**src/rtl/axi4_lite_req_arbiter.sv**
```systemverilog
// rtl/axi4_lite_req_arbiter.sv - round-robin arbiter sharing one AXI4-Lite master port
// Optional macro AXI_ARB_TIMEOUT_EN aborts stalled AXI wait states with DECERR.
module axi4_lite_req_arbiter #(
    parameter int NUM_REQ        = 2,
    parameter int TIMEOUT_CYCLES = 256
) (
    input  logic                  clk,
    input  logic                  reset,
    input  logic [NUM_REQ-1:0]    req_valid,
    input  logic [NUM_REQ-1:0]    req_write,
    input  logic [NUM_REQ*32-1:0] req_addr,
    input  logic [NUM_REQ*32-1:0] req_wdata,
    output logic [NUM_REQ-1:0]    req_ready,
    output logic [NUM_REQ-1:0]    rsp_valid,
    output logic [31:0]           rsp_rdata,
    output logic [1:0]            rsp_resp,
    output logic [31:0]           AWADDR,
    output logic                  AWVALID,
    input  logic                  AWREADY,
    output logic [31:0]           WDATA,
    output logic                  WVALID,
    input  logic                  WREADY,
    input  logic [1:0]            BRESP,
    input  logic                  BVALID,
    output logic                  BREADY,
    output logic [31:0]           ARADDR,
    output logic                  ARVALID,
    input  logic                  ARREADY,
    input  logic [31:0]           RDATA,
    input  logic [1:0]            RRESP,
    input  logic                  RVALID,
    output logic                  RREADY
);
    localparam int IDX_W = $clog2(NUM_REQ);

    typedef enum logic [2:0] {
        S_IDLE, S_WR_ADDR, S_WR_RESP, S_RD_ADDR, S_RD_DATA, S_DONE
    } state_t;

    state_t             r_state;
    logic [IDX_W-1:0]   r_last;
    logic [IDX_W-1:0]   r_gnt;
    logic [31:0]        r_addr;
    logic [31:0]        r_wdata;
    logic               r_awvalid;
    logic               r_wvalid;
    logic               r_bready;
    logic               r_arvalid;
    logic               r_rready;
    logic [NUM_REQ-1:0] r_rsp_valid;
    logic [31:0]        r_rdata;
    logic [1:0]         r_resp;

    logic               w_any;
    logic [IDX_W-1:0]   w_pick;
    int                 w_idx;
    logic [NUM_REQ-1:0] w_pick_oh;
    logic [NUM_REQ-1:0] w_gnt_oh;
    logic               w_progress;

    // Scan downward so the nearest requester after r_last is the one left standing.
    always_comb begin
        w_any  = 1'b0;
        w_pick = '0;
        w_idx  = 0;
        for (int k = NUM_REQ; k >= 1; k--) begin
            w_idx = int'(r_last) + k;
            if (w_idx >= NUM_REQ) w_idx = w_idx - NUM_REQ;
            if (req_valid[w_idx[IDX_W-1:0]]) begin
                w_any  = 1'b1;
                w_pick = w_idx[IDX_W-1:0];
            end
        end
    end

    always_comb begin
        case (r_state)
            S_WR_ADDR: w_progress = (!r_awvalid || AWREADY) && (!r_wvalid || WREADY);
            S_WR_RESP: w_progress = BVALID;
            S_RD_ADDR: w_progress = ARREADY;
            S_RD_DATA: w_progress = RVALID;
            default:   w_progress = 1'b0;
        endcase
    end

    assign w_pick_oh = NUM_REQ'(1) << w_pick;
    assign w_gnt_oh  = NUM_REQ'(1) << r_gnt;
    assign req_ready = (r_state == S_IDLE && w_any && !reset) ? w_pick_oh : '0;

`ifdef AXI_ARB_TIMEOUT_EN
    logic [15:0] r_tmo;
    logic        w_wait;
    assign w_wait = (r_state == S_WR_ADDR) || (r_state == S_WR_RESP) ||
                    (r_state == S_RD_ADDR) || (r_state == S_RD_DATA);
`else
    logic w_unused_tmo;
    assign w_unused_tmo = ^TIMEOUT_CYCLES;
`endif

    always_ff @(posedge clk) begin
        if (reset) begin
            r_state     <= S_IDLE;
            r_last      <= IDX_W'(NUM_REQ - 1);
            r_gnt       <= '0;
            r_addr      <= '0;
            r_wdata     <= '0;
            r_awvalid   <= 1'b0;
            r_wvalid    <= 1'b0;
            r_bready    <= 1'b0;
            r_arvalid   <= 1'b0;
            r_rready    <= 1'b0;
            r_rsp_valid <= '0;
            r_rdata     <= '0;
            r_resp      <= '0;
`ifdef AXI_ARB_TIMEOUT_EN
            r_tmo       <= '0;
`endif
        end else begin
            r_rsp_valid <= '0;
            case (r_state)
                S_IDLE: begin
                    if (w_any) begin
                        r_gnt   <= w_pick;
                        r_last  <= w_pick;
                        r_addr  <= req_addr[32*w_pick +: 32];
                        r_wdata <= req_wdata[32*w_pick +: 32];
                        if (req_write[w_pick]) begin
                            r_state   <= S_WR_ADDR;
                            r_awvalid <= 1'b1;
                            r_wvalid  <= 1'b1;
                        end else begin
                            r_state   <= S_RD_ADDR;
                            r_arvalid <= 1'b1;
                        end
                    end
                end
                S_WR_ADDR: begin
                    if (AWREADY) r_awvalid <= 1'b0;
                    if (WREADY)  r_wvalid  <= 1'b0;
                    if (w_progress) begin
                        r_state  <= S_WR_RESP;
                        r_bready <= 1'b1;
                    end
                end
                S_WR_RESP: begin
                    if (BVALID) begin
                        r_bready    <= 1'b0;
                        r_resp      <= BRESP;
                        r_rdata     <= '0;
                        r_rsp_valid <= w_gnt_oh;
                        r_state     <= S_DONE;
                    end
                end
                S_RD_ADDR: begin
                    if (ARREADY) begin
                        r_arvalid <= 1'b0;
                        r_rready  <= 1'b1;
                        r_state   <= S_RD_DATA;
                    end
                end
                S_RD_DATA: begin
                    if (RVALID) begin
                        r_rready    <= 1'b0;
                        r_rdata     <= RDATA;
                        r_resp      <= RRESP;
                        r_rsp_valid <= w_gnt_oh;
                        r_state     <= S_DONE;
                    end
                end
                default: r_state <= S_IDLE;
            endcase
`ifdef AXI_ARB_TIMEOUT_EN
            // A handshake on the expiry cycle wins; only a true stall aborts.
            if (w_wait && !w_progress) r_tmo <= r_tmo + 16'd1;
            else                       r_tmo <= '0;
            if (w_wait && !w_progress && r_tmo == 16'(TIMEOUT_CYCLES - 1)) begin
                r_awvalid   <= 1'b0;
                r_wvalid    <= 1'b0;
                r_bready    <= 1'b0;
                r_arvalid   <= 1'b0;
                r_rready    <= 1'b0;
                r_resp      <= 2'b11;
                r_rdata     <= '0;
                r_rsp_valid <= w_gnt_oh;
                r_state     <= S_DONE;
            end
`endif
        end
    end

    assign rsp_valid = r_rsp_valid;
    assign rsp_rdata = r_rdata;
    assign rsp_resp  = r_resp;
    assign AWADDR    = r_addr;
    assign AWVALID   = r_awvalid;
    assign WDATA     = r_wdata;
    assign WVALID    = r_wvalid;
    assign BREADY    = r_bready;
    assign ARADDR    = r_addr;
    assign ARVALID   = r_arvalid;
    assign RREADY    = r_rready;

endmodule

```
**config.mk**
```make
export PLATFORM = sky130hd
export DESIGN_NAME = axi4_lite_req_arbiter
export DESIGN_NICKNAME = d
export VERILOG_FILES = /design/src/rtl/axi4_lite_req_arbiter.sv
export SDC_FILE = /design/constraint.sdc
export NUM_CORES = 1
export LEC_CHECK = 0
export CORE_ASPECT_RATIO = 0.6
export CORE_MARGIN = 5
export CORE_UTILIZATION = 38
export DETAILED_ROUTE_END_ITERATION = 10
export PLACE_DENSITY = 0.81
export SLEW_MARGIN = 15
export SYNTH_ARGS = -nofsm -noshare
export SYNTH_HDL_FRONTEND = slang
export SYNTH_SLANG_ARGS = --single-unit
```
**constraint.sdc**
```tcl
create_clock -name clk -period 1.5 [get_ports clk]
set_input_delay 0.3 -clock clk [delete_from_list [all_inputs] [get_ports clk]]
set_output_delay 0.3 -clock clk [all_outputs]
set_load 0.02 [all_outputs]
```
; Word-level counts from Yosys, hierarchy flattened
; Cells that the tools add are included.
[word_totals]
ff_bits = 110
latch_bits = 0
mem_bits_rw = 0
rom_bits = 0
in_bits = 175
out_inout_bits = 139
elab_cells = 107
n_memories = 0
[op_classes]
n_addsub = 4
n_mul = 0
div = 0
magnitude_cmp = 5
eq_ne = 13
shifts = 4
muxes = 46
n_bitwise = 0
n_reduce_logical = 22
[ops]
columns = cell, count
row1 = variable part select 64 x 7 -> 32 bit, 2
row2 = two-way mux 32 bit, 2
row3 = one-hot mux 32 bit (2 select lines), 1
row4 = two-way mux 1 bit, 23
row5 = "!= test 2 bit, second input constant", 8
row6 = two-way mux 3 bit, 5
row7 = one-hot mux 3 bit (5 select lines), 1
row8 = two-way mux 2 bit, 6
row9 = AND reduction 4 bit, 3
row10 = one-hot mux 1 bit (2 select lines), 5
row11 = nonzero test 2 bit, 5
row12 = AND reduction 3 bit, 3
row13 = one-hot mux 2 bit (2 select lines), 2
row14 = "equality test 3 x 2 -> 1 bit, second input constant", 2
row15 = "< comparator 1 x 2 -> 1 bit, second input constant", 3
row16 = AND reduction 5 bit, 1
row17 = one-hot mux 1 bit (4 select lines), 1
row18 = "<< shifter 1 x 1 -> 2 bit, first input constant", 2
row19 = "adder 1 x 2 -> 3 bit, second input constant", 1
row20 = "equality test 3 x 1 -> 1 bit, second input constant", 1
row21 = "equality test 3 bit, second input constant", 1
row22 = "greater-or-equal comparator 3 x 2 -> 1 bit, second input constant", 1
row23 = logical AND 1 bit, 3
row24 = zero test 1 bit, 3
row25 = 7 further kinds, 9

; Logic depth before layout (Yosys ltp)
; Gate-level depths: netlist of the first run.
[depth]
ltp_word = 12
depth_mapped = 6
depth_no_buf = 4

; Worst setup path after synthesis of the first run
; OpenSTA, ideal clock, no wires.
[synth_timing]
path_kind = flip-flop to output port
startpoint = register r_state[2]
endpoint = output req_ready[0]
arrival_ns = 1.352
t_required_ns = 1.200
slack_ns = -0.152
path_stages_with_launch = 4
path_buffers = 0
path_cell_list = dfxtp_1 -> nor3_4 -> o21ai_0 -> nor3_1
[synth_between]
elab_chain_cells = 4
[synth_lines]
columns = item, line
row1 = "start, declared", 40  ; state_t r_state;
row2 = "start signal, assigned", 102  ; r_state <= S_IDLE;
row3 = "start signal, assigned", 128  ; r_state <= S_WR_ADDR;
row4 = "start signal, assigned", 132  ; r_state <= S_RD_ADDR;
row5 = zero test 3 bit, 88  ; assign req_ready = (r_state == S_IDLE && w_any && !reset) ? w_pick_oh : '0;
row6 = logical AND 1 bit (2 in a row), 88
row7 = two-way mux 2 bit, 88
row8 = "end, declared", 13  ; output logic [NUM_REQ-1:0] req_ready,
; No other way between the ends.

; Final worst setup path of the first run
[layout_timing]
startpoint = register r_state[0]
endpoint = output req_ready[1]
; Same word-level chain as after synthesis.

==> results of run 1 <==
==> cell usage in the layout (no fill, tap or decap), types with 10 or more instances in the layout <==
cell,instances
sky130_fd_sc_hd__a211oi_2,63
sky130_fd_sc_hd__a21oi_1,23
sky130_fd_sc_hd__a21oi_2,11
sky130_fd_sc_hd__buf_12,23
sky130_fd_sc_hd__buf_16,11
sky130_fd_sc_hd__buf_4,22
sky130_fd_sc_hd__buf_6,19
sky130_fd_sc_hd__buf_8,10
sky130_fd_sc_hd__clkbuf_16,16
sky130_fd_sc_hd__clkdlybuf4s50_1,171
sky130_fd_sc_hd__dfxtp_1,107
sky130_fd_sc_hd__dlygate4sd2_1,137
sky130_fd_sc_hd__mux2i_1,64
sky130_fd_sc_hd__nand2b_1,26
sky130_fd_sc_hd__nand3_1,26
sky130_fd_sc_hd__nor2_1,44
sky130_fd_sc_hd__nor2_2,16
sky130_fd_sc_hd__nor2_4,11
==> layer usage <==
layer	share of wire (%)	wire length (um)
met5	0.058	13
met4	2.5	572
met3	7.3	1639
met2	51	11510
met1	39	8742
==> worst max-delay path: cells and delay by family (launching register included) <==
kind                   cells  cell delay, ps
buffers and inverters      3             330
flip-flops                 1             340
AND/OR/NAND/NOR            2             370
==> power by group <==
part / leakage (nW) / switching, mW / internal, mW / total, mW
registers: 0.905 / 0.685 / 3.78 / 4.46
clock network: 0.153 / 1.17 / 1.48 / 2.66
logic: 3.18 / 5.93 / 6.48 / 12.4
total: 4.24 / 7.79 / 11.7 / 19.5
==> metrics by stage <==
stage	setup TNS [ps]	utilization [%]
final	-6722	74.28
after global routing	-12890	74.26
after CTS	-5828	72.34
after detailed placement	-47550	62.11
after global placement	-43690	62.11
after floorplan	0	-
==> flip-flops by register name, summed over array words and instances, names as in the netlist <==
| register | count |
|---|---|
| AWVALID | 1 |
| r_state | 3 |
| r_last | 1 |
| rsp_resp | 2 |
| ARADDR | 32 |
| r_gnt | 1 |
| RREADY | 1 |
| rsp_valid | 2 |
| WVALID | 1 |
| WDATA | 32 |
| BREADY | 1 |
| rsp_rdata | 32 |
| ARVALID | 1 |
==> cell families after synthesis <==
family                 after synthesis  share of synthesized area [%]
DFF                                110                          41.27
buffers and inverters               82                          10.20
muxes                               69                          12.94
and+or+nand+nor                    163                          15.24
AOI/OAI and AO/OA                  117                          20.35
==> repair_timing <==
action,CTS,global route
buffers inserted,37,8
resized for setup,225,89
setup endpoints to repair,235,107
pin swaps,42,39
endpoints found under the hold margin,0,0
gates cloned,22,8
==> how the worst max path moves through the flow <==
stage,slack [ps],endpoint,start
after floorplan,50,req_ready[0],r_state[2]$_SDFFE_PP0P_
after global placement,-660,req_ready[1],req_valid[1]
after detailed placement,-680,req_ready[0],req_valid[0]
after CTS,-180,req_ready[1],r_state[0]$_SDFFE_PP0P_
after global routing,-250,rsp_resp[1]$_SDFFE_PP0P_,r_state[1]$_SDFFE_PP0P_
final,-190,req_ready[1],r_state[0]$_SDFFE_PP0P_
==> layout make-up <==
cell class              instances  area [sq um]
repair buffers                403          4427
fillers                       978          3526
multi-input cells             349          2968
flip-flops and latches        110          2211
well taps                     192         240.2
clock buffers                  10         229.0
clock inverters                 6         93.84
inverters                       3         11.26
diodes                          1         2.502
==> impl_results.rst, run 1 <==
.. list-table::
   :header-rows: 1

   * - Metric
     - Value
   * - Routed wire length
     - 22.48 mm
   * - Tot Pwr
     - 19.53 mW
   * - Count of cell types in the netlist
     - 39
   * - Endpoint of the worst register-to-register path
     - rsp_resp[1]$_SDFFE_PP0P_
   * - Register-to-Register Path Depth
     - 7
   * - Share of final-layout standard cells stronger than drive strength 1
     - 28.04%
   * - Net count, final
     - 1051
   * - Met1 Resource Use GR
     - 29.59%
   * - Count of pins over their slew limit
     - 0
   * - Met2 track demand over resource in global routing
     - 43.18%
   * - Gate Count Post-Synth
     - 541
   * - Reg2reg start
     - r_state[1]$_SDFFE_PP0P_
   * - Standard-cell row count
     - 33
   * - Worst hold slack across all endpoints
     - 383.3 ps
   * - Final period utilization
     - 112.6%
   * - Wire length of the first global-routing pass
     - 32.05 mm
   * - Final setup skew
     - 14.73 ps
   * - Most frequent cell after synthesis
     - sky130_fd_sc_hd__dfxtp_1
   * - Synthesized Nets
     - 716
   * - Worst setup path class
     - flip-flop to primary output
   * - Slew margin rel.
     - 49.63%
   * - HP Class
     - input pin to flip-flop
   * - Clock Path Buffers
     - 2
   * - Worst path required time
     - 1200 ps
   * - Setup-violating endpoint count in the final report
     - 96
   * - Routability congestion estimate from global placement
     - 0.8024
   * - Post-Synthesis Cell Area
     - 5336 sq um
   * - Clk sinks
     - 110
   * - Clock buffers created by TritonCTS
     - 9
   * - Outcome
     - finished, violations left
   * - Effective utilization at floorplan
     - 38.93%
   * - Cells along the critical path
     - nor3_4, buf_6, buf_6, and3_4, buf_6
   * - Setup slack on the worst flop-to-flop path
     - -180 ps
   * - Slew at the pin with the worst max-slew slack
     - 755.6 ps
   * - Violations in the final reports
     - setup timing
   * - Post-DP HPWL
     - 14.08 mm
   * - Top area cells in the synthesized netlist
     - sky130_fd_sc_hd__dfxtp_1 (41%), sky130_fd_sc_hd__a211oi_2 (13%), sky130_fd_sc_hd__mux2i_1 (13%)
   * - Global-route track usage on met3
     - 6.873%
   * - Largest fanout on the critical path
     - 2
   * - Placed insts
     - 998
   * - Pin count of the biggest net entering global routing
     - 43
   * - Post-placement cell area
     - 8514 sq um
   * - Worst setup EP type
     - primary output
   * - TritonCTS clock tree
     - built
   * - CP Launch Type
     - flip-flop
   * - Fmax achieved
     - 592.2 MHz
   * - Number of global-route vias before repair
     - 5787
   * - Setup repair after global routing missed its margin
     - yes
   * - Setup ws final
     - -188.6 ps
   * - Slowest library cell on the worst path
     - sky130_fd_sc_hd__dfxtp_2
   * - CTS Hold Buffers Added
     - 0
   * - Y dimension of the die
     - 101.8 um
   * - Worst Hold Launch
     - reset
   * - Avg Synthesized Cell Area
     - 9.864 sq um
   * - Number of vias per cell after detailed routing
     - 5.188
   * - CP peak stage delay
     - 340 ps
   * - Total number of vias
     - 5572
   * - Power per Cell Area
     - 1918 nW/um^2
   * - Residual DRC count
     - 0
   * - Remaining global-route overflow
     - 0
   * - Root cell of the clock tree
     - sky130_fd_sc_hd__clkbuf_16
   * - Iteration-0 DRC Markers
     - 305
   * - MaxCap Viol Count
     - 0
   * - Flip-flop cell with the highest count after synthesis
     - sky130_fd_sc_hd__dfxtp_1
   * - Most used standard cells in the synthesized netlist
     - sky130_fd_sc_hd__dfxtp_1 (110), sky130_fd_sc_hd__nor2_1 (71), sky130_fd_sc_hd__mux2i_1 (69)
   * - Count of boundary I/O pins
     - 314
   * - Std-Cell Core Area
     - 13710 sq um
   * - Final non-filler cell total
     - 1074
   * - Post-synthesis register bit count
     - 110
   * - Area growth, synth to finish
     - 90.81%
   * - Source-to-sink clock delay at the later pin of the worst-skew pair
     - 350 ps
   * - Antenna violations before repair
     - 2
   * - Number of antenna-violating nets in the routed design
     - 0
   * - H-tree levels
     - 3
   * - Most heavily used metal layer in global routing
     - met2
   * - CTS clk-pin slew, worst paths
     - 80 ps
   * - Async S/R FF share, synth
     - 0%
   * - Worst path arrival time
     - 1390 ps
   * - Hold Path Stages
     - 4
   * - Sequential element share of the synthesized area
     - 41.27%
   * - Width of the die
     - 163.0 um
   * - Post-Layout Inst Area
     - 10180 sq um
   * - Area share of the leading cell type in the synthesized netlist
     - 41.27%
   * - Number of input and output port buffers inserted
     - 313
   * - Cell occurring most often along the worst timing path
     - sky130_fd_sc_hd__buf_6
   * - Library cell occupying the most area in the post-synthesis netlist
     - sky130_fd_sc_hd__dfxtp_1
   * - Hold path endpoint
     - r_last$_SDFFE_PP1P_
   * - Setup slack after placement
     - -676.6 ps
   * - DRT Pass-1 Iters
     - 5
   * - Final Hold Vio Count
     - 0
   * - GRT Total Usage
     - 24.59%
   * - WL per Instance
     - 20.93 um
   * - Number of enable flip-flop cells after synthesis
     - 0
   * - YS warnings
     - 0
   * - Leak
     - 4.241 nW
   * - Tmin final
     - 1689 ps
   * - VDD IR-drop max
     - 1180 uV
   * - DIE AREA
     - 16590 sq um
Power figures use the tool's default switching activity.
==> run 2: changes to the inputs <==
--- a/config.mk
+++ b/config.mk
@@ -5,11 +5,13 @@
 export SDC_FILE = /design/constraint.sdc
 export NUM_CORES = 1
 export LEC_CHECK = 0
+export ABC_AREA = 1
 export CORE_ASPECT_RATIO = 0.6
 export CORE_MARGIN = 5
 export CORE_UTILIZATION = 38
 export DETAILED_ROUTE_END_ITERATION = 10
-export PLACE_DENSITY = 0.81
+export PLACE_DENSITY = 0.82
+export RECOVER_POWER = 100
 export SLEW_MARGIN = 15
 export SYNTH_ARGS = -nofsm -noshare
 export SYNTH_HDL_FRONTEND = slang
==> run 2 against run 1 <==
  * The run still ends with setup timing left
  * Count of clock-buffer cells in the layout fell by 1
  * Via count rose by 1.3%
  * Sequential power fell by 3%
  * Critical endpoint is now req_ready[0]
  * Highest routed layer is now met4
==> impl_results.rst, run 2 <==
.. list-table::
   :header-rows: 1

   * - Metric
     - Value
   * - Outcome
     - finished, violations left
   * - Violations in the final reports
     - setup timing
   * - Wire length of the first global-routing pass
     - 29.10 mm
   * - Post-synthesis register bit count
     - 110
   * - Y dimension of the die
     - 100.6 um
   * - Count of pins over their slew limit
     - 0
   * - Worst path required time
     - 1200 ps
   * - WL per Instance
     - 17.91 um
   * - Net count, final
     - 1112
   * - Worst setup path class
     - flip-flop to primary output
   * - CTS clk-pin slew, worst paths
     - 70 ps
   * - Routed wire length
     - 20.01 mm
   * - Iteration-0 DRC Markers
     - 446
   * - Worst path arrival time
     - 1330 ps
   * - Clock Path Buffers
     - 2
   * - Post-Synthesis Cell Area
     - 5199 sq um
   * - Tot Pwr
     - 14.57 mW
   * - YS warnings
     - 0
   * - Slew at the pin with the worst max-slew slack
     - 373.1 ps
   * - TritonCTS clock tree
     - built
   * - Fmax achieved
     - 613.9 MHz
   * - Source-to-sink clock delay at the later pin of the worst-skew pair
     - 340 ps
   * - Multi-input logic area
     - 2481 sq um
   * - Net Switching
     - 6.220 mW
   * - Synthesized Nets
     - 818
   * - Filler Cell Count
     - 1151
   * - Slew margin rel.
     - 75.13%
   * - Total internal power
     - 8.351 mW
   * - Final setup skew
     - 6.712 ps
   * - Count of cell types in the netlist
     - 30
   * - Worst setup EP type
     - primary output
   * - Setup-violating endpoint count in the final report
     - 6
   * - Number of enable flip-flop cells after synthesis
     - 0
   * - H-tree levels
     - 3
   * - Total number of vias
     - 5647
   * - Top area cells in the synthesized netlist
     - sky130_fd_sc_hd__dfxtp_1 (42%), sky130_fd_sc_hd__nand2_1 (12%), sky130_fd_sc_hd__a31oi_1 (7.7%)
   * - DIE AREA
     - 16200 sq um
   * - Routability congestion estimate from global placement
     - 0.8527
   * - Combined flip-flop and latch cell area
     - 2205 sq um
   * - Slowest library cell on the worst path
     - sky130_fd_sc_hd__dfxtp_2
   * - Most used standard cells in the synthesized netlist
     - sky130_fd_sc_hd__nand2_1 (162), sky130_fd_sc_hd__dfxtp_1 (110), sky130_fd_sc_hd__a31oi_1 (64)
   * - CP peak stage delay
     - 340 ps
   * - MaxCap Viol Count
     - 0
   * - Relative contribution of combinational cells to total power
     - 53.9%
   * - Clock buffers created by TritonCTS
     - 9
   * - Antenna violations before repair
     - 1
   * - Flip-flop cell with the highest count after synthesis
     - sky130_fd_sc_hd__dfxtp_1
   * - Tmin final
     - 1629 ps
   * - Sequential element share of the synthesized area
     - 42.36%
   * - Clock share of power
     - 16.5%
   * - Setup repair after global routing missed its margin
     - yes
   * - Root cell of the clock tree
     - sky130_fd_sc_hd__clkbuf_16
   * - Remaining global-route overflow
     - 0
   * - Core occupancy in the finished layout
     - 66.09%
   * - Number of global-route vias before repair
     - 5329
   * - Area share of the leading cell type in the synthesized netlist
     - 42.36%
   * - Number of vias per cell after detailed routing
     - 5.056
   * - Number of antenna-violating nets in the routed design
     - 0
   * - Post-DP HPWL
     - 14.26 mm
   * - Category of cells accounting for the largest share of critical-path delay
     - simple AND/OR/NAND/NOR gates
   * - Avg Synthesized Cell Area
     - 8.085 sq um
   * - Area growth, synth to finish
     - 72.18%
   * - Power per Cell Area
     - 1628 nW/um^2
   * - Most common cell after layout, fill and taps aside
     - sky130_fd_sc_hd__clkdlybuf4s50_1
   * - Std-Cell Core Area
     - 13540 sq um
   * - Worst hold slack across all endpoints
     - 390.5 ps
   * - Library cell occupying the most area in the post-synthesis netlist
     - sky130_fd_sc_hd__dfxtp_1
   * - Leak
     - 4.014 nW
   * - Residual DRC count
     - 0
   * - Setup slack after placement
     - -638.1 ps
   * - Cells along the critical path
     - nor2_4, nand2_4, nor2_4, inv_2, nor3_2, buf_4
   * - GRT Total Usage
     - 22.28%
   * - Standard-cell row count
     - 33
   * - Count of boundary I/O pins
     - 314
   * - Setup ws final
     - -129.0 ps
   * - Switching Fraction
     - 42.69%
   * - Gate Count Post-Synth
     - 643
   * - Effective utilization at floorplan
     - 38.39%
   * - Largest fanout on the critical path
     - 3
   * - Final Hold Vio Count
     - 0
   * - HP Class
     - input pin to flip-flop
   * - Commonest cells after routing, fill and taps aside
     - sky130_fd_sc_hd__clkdlybuf4s50_1 (171), sky130_fd_sc_hd__nand2_1 (158), sky130_fd_sc_hd__dlygate4sd2_1 (138), sky130_fd_sc_hd__dfxtp_1 (108), sky130_fd_sc_hd__a31oi_1 (64)
   * - Sequential fraction of design power
     - 29.6%
   * - DRT Pass-1 Iters
     - 5
   * - Width of the die
     - 161 um
   * - CP Launch Type
     - flip-flop
   * - Final period utilization
     - 108.6%
   * - Buf/Inv on CP
     - 2
   * - Clk sinks
     - 110
   * - Cell occurring most often along the worst timing path
     - sky130_fd_sc_hd__nor2_4
   * - Number of input and output port buffers inserted
     - 313
   * - Total Neg Setup Slack
     - -271.6 ps
   * - Share of final-layout standard cells stronger than drive strength 1
     - 16.90%
   * - VDD IR-drop max
     - 1024 uV
   * - Pin count of the biggest net entering global routing
     - 55
   * - Most frequent cell after synthesis
     - sky130_fd_sc_hd__nand2_1
   * - Async S/R FF share, synth
     - 0%
run 2: cell types whose count changed in the layout (fill, tap and decap cells not counted), moves of 13 or more:
| cell | previous run | this run |
|---|---|---|
| sky130_fd_sc_hd__a211oi_2 | 63 | 0 |
| sky130_fd_sc_hd__a21oi_1 | 23 | 7 |
| sky130_fd_sc_hd__a21oi_2 | 11 | 31 |
| sky130_fd_sc_hd__a31oi_1 | 2 | 64 |
| sky130_fd_sc_hd__buf_12 | 23 | 10 |
| sky130_fd_sc_hd__buf_6 | 19 | 3 |
| sky130_fd_sc_hd__mux2i_1 | 64 | 0 |
| sky130_fd_sc_hd__nand2_1 | 7 | 158 |
| sky130_fd_sc_hd__nand2_4 | 0 | 36 |
| sky130_fd_sc_hd__nand2b_1 | 26 | 0 |
| sky130_fd_sc_hd__nor2_1 | 44 | 16 |
| sky130_fd_sc_hd__nor2_2 | 16 | 1 |
| sky130_fd_sc_hd__o21ai_0 | 3 | 53 |
| sky130_fd_sc_hd__o21ai_1 | 0 | 13 |
run 2: cells by family (layout without fill, tap and decap cells):
| logic type | after synthesis | count (layout) | share of synthesized area, % |
|---|---|---|---|
| AOI/OAI and AO/OA | 171 | 171 | 20.38 |
| buffers and inverters | 97 | 395 | 11.26 |
| and+or+nand+nor | 265 | 265 | 25.99 |
| DFF | 110 | 110 | 42.36 |
| other | 0 | 1 | 0 |
run 2: worst paths after layout:
| kind | from | to | depth (start not counted) | slack [ps] |
|---|---|---|---|---|
| worst max-delay path | r_state[1]$_SDFFE_PP0P_ | req_ready[0] | 6 | -130 |
| worst min-delay path | reset | rsp_rdata[7]$_SDFFE_PP0P_ | 3 | 390 |
| worst max register to register | r_state[1]$_SDFFE_PP0P_ | WDATA[30]$_SDFFE_PP0P_ | 7 | -10 |
| worst min register to register | r_gnt$_SDFFE_PP0P_ | rsp_valid[0]$_SDFF_PP0_ | 1 | 450 |
run 2: cell type report:
cell class,instances,share of cell area (%)
Timing Repair Buffer,364,40.97
Multi-Input combinational cell,436,27.72
Sequential cell,110,24.63
Clock buffer,9,2.516
Tap cell,175,2.446
Inverter,16,0.8946
Clock inverter,6,0.7968
Antenna cell,1,0.02796
run 2: per-layer routing:
layer	GRT usage [%]	vias to the layer above	share of wire, %
li1	-	2738	-
met1	28.91	2632	42
met2	37.27	260	48
met3	6.825	17	8.9
met4	4.325	0	1.1
met5	0	-	0
run 2: worst reg2reg max path: stages (launching register included):
cell                        delay (ps)
sky130_fd_sc_hd__dfxtp_2           340
sky130_fd_sc_hd__nor2_4            130
sky130_fd_sc_hd__nand2_4            90
sky130_fd_sc_hd__nor2_4            100
sky130_fd_sc_hd__clkbuf_4          280
sky130_fd_sc_hd__clkbuf_16         260
sky130_fd_sc_hd__o21ai_0           100
sky130_fd_sc_hd__a31oi_1           150
run 2: stage by stage:
stage / cells / cell area [sq um]
detailed placement: 1087 / 8453
floorplan: 643 / 5204
CTS: 1105 / 8666
global placement: 1087 / 8453
finish: 1117 / 8951
global route: 1117 / 8951
run 2: what timing repair did:
item                       CTS  global route
setup buffers                2             6
setup endpoints to repair  199            91
hold endpoints to repair     0             0
gates cloned                 1             7
gates resized for setup    160            29
pin swaps                    2             8
hold buffers                 0             0
run 2: power by group through the flow:
| stage | Clock, mW | Sequential [mW] | Combinational [mW] |
|---|---|---|---|
| 2_1_floorplan | 0 | 5.30 | 3.51 |
| 3_3_place_gp | 0 | 4.37 | 7.67 |
| 3_5_place_dp | 0 | 4.40 | 7.74 |
| 4_1_cts | 2.47 | 4.31 | 7.29 |
| 5_1_grt | 2.59 | 4.44 | 8.41 |
| 6_report | 2.41 | 4.31 | 7.85 |
==> run 3: changes to the inputs <==
--- a/config.mk
+++ b/config.mk
@@ -6,9 +6,11 @@
 export NUM_CORES = 1
 export LEC_CHECK = 0
 export ABC_AREA = 1
+export CAP_MARGIN = 20
 export CORE_ASPECT_RATIO = 0.6
 export CORE_MARGIN = 5
 export CORE_UTILIZATION = 38
+export CTS_CLUSTER_SIZE = 14
 export DETAILED_ROUTE_END_ITERATION = 10
 export PLACE_DENSITY = 0.82
 export RECOVER_POWER = 100
==> results of run 3 <==
Same layout as run 2: the final DEF is identical, and so are final timing and power.
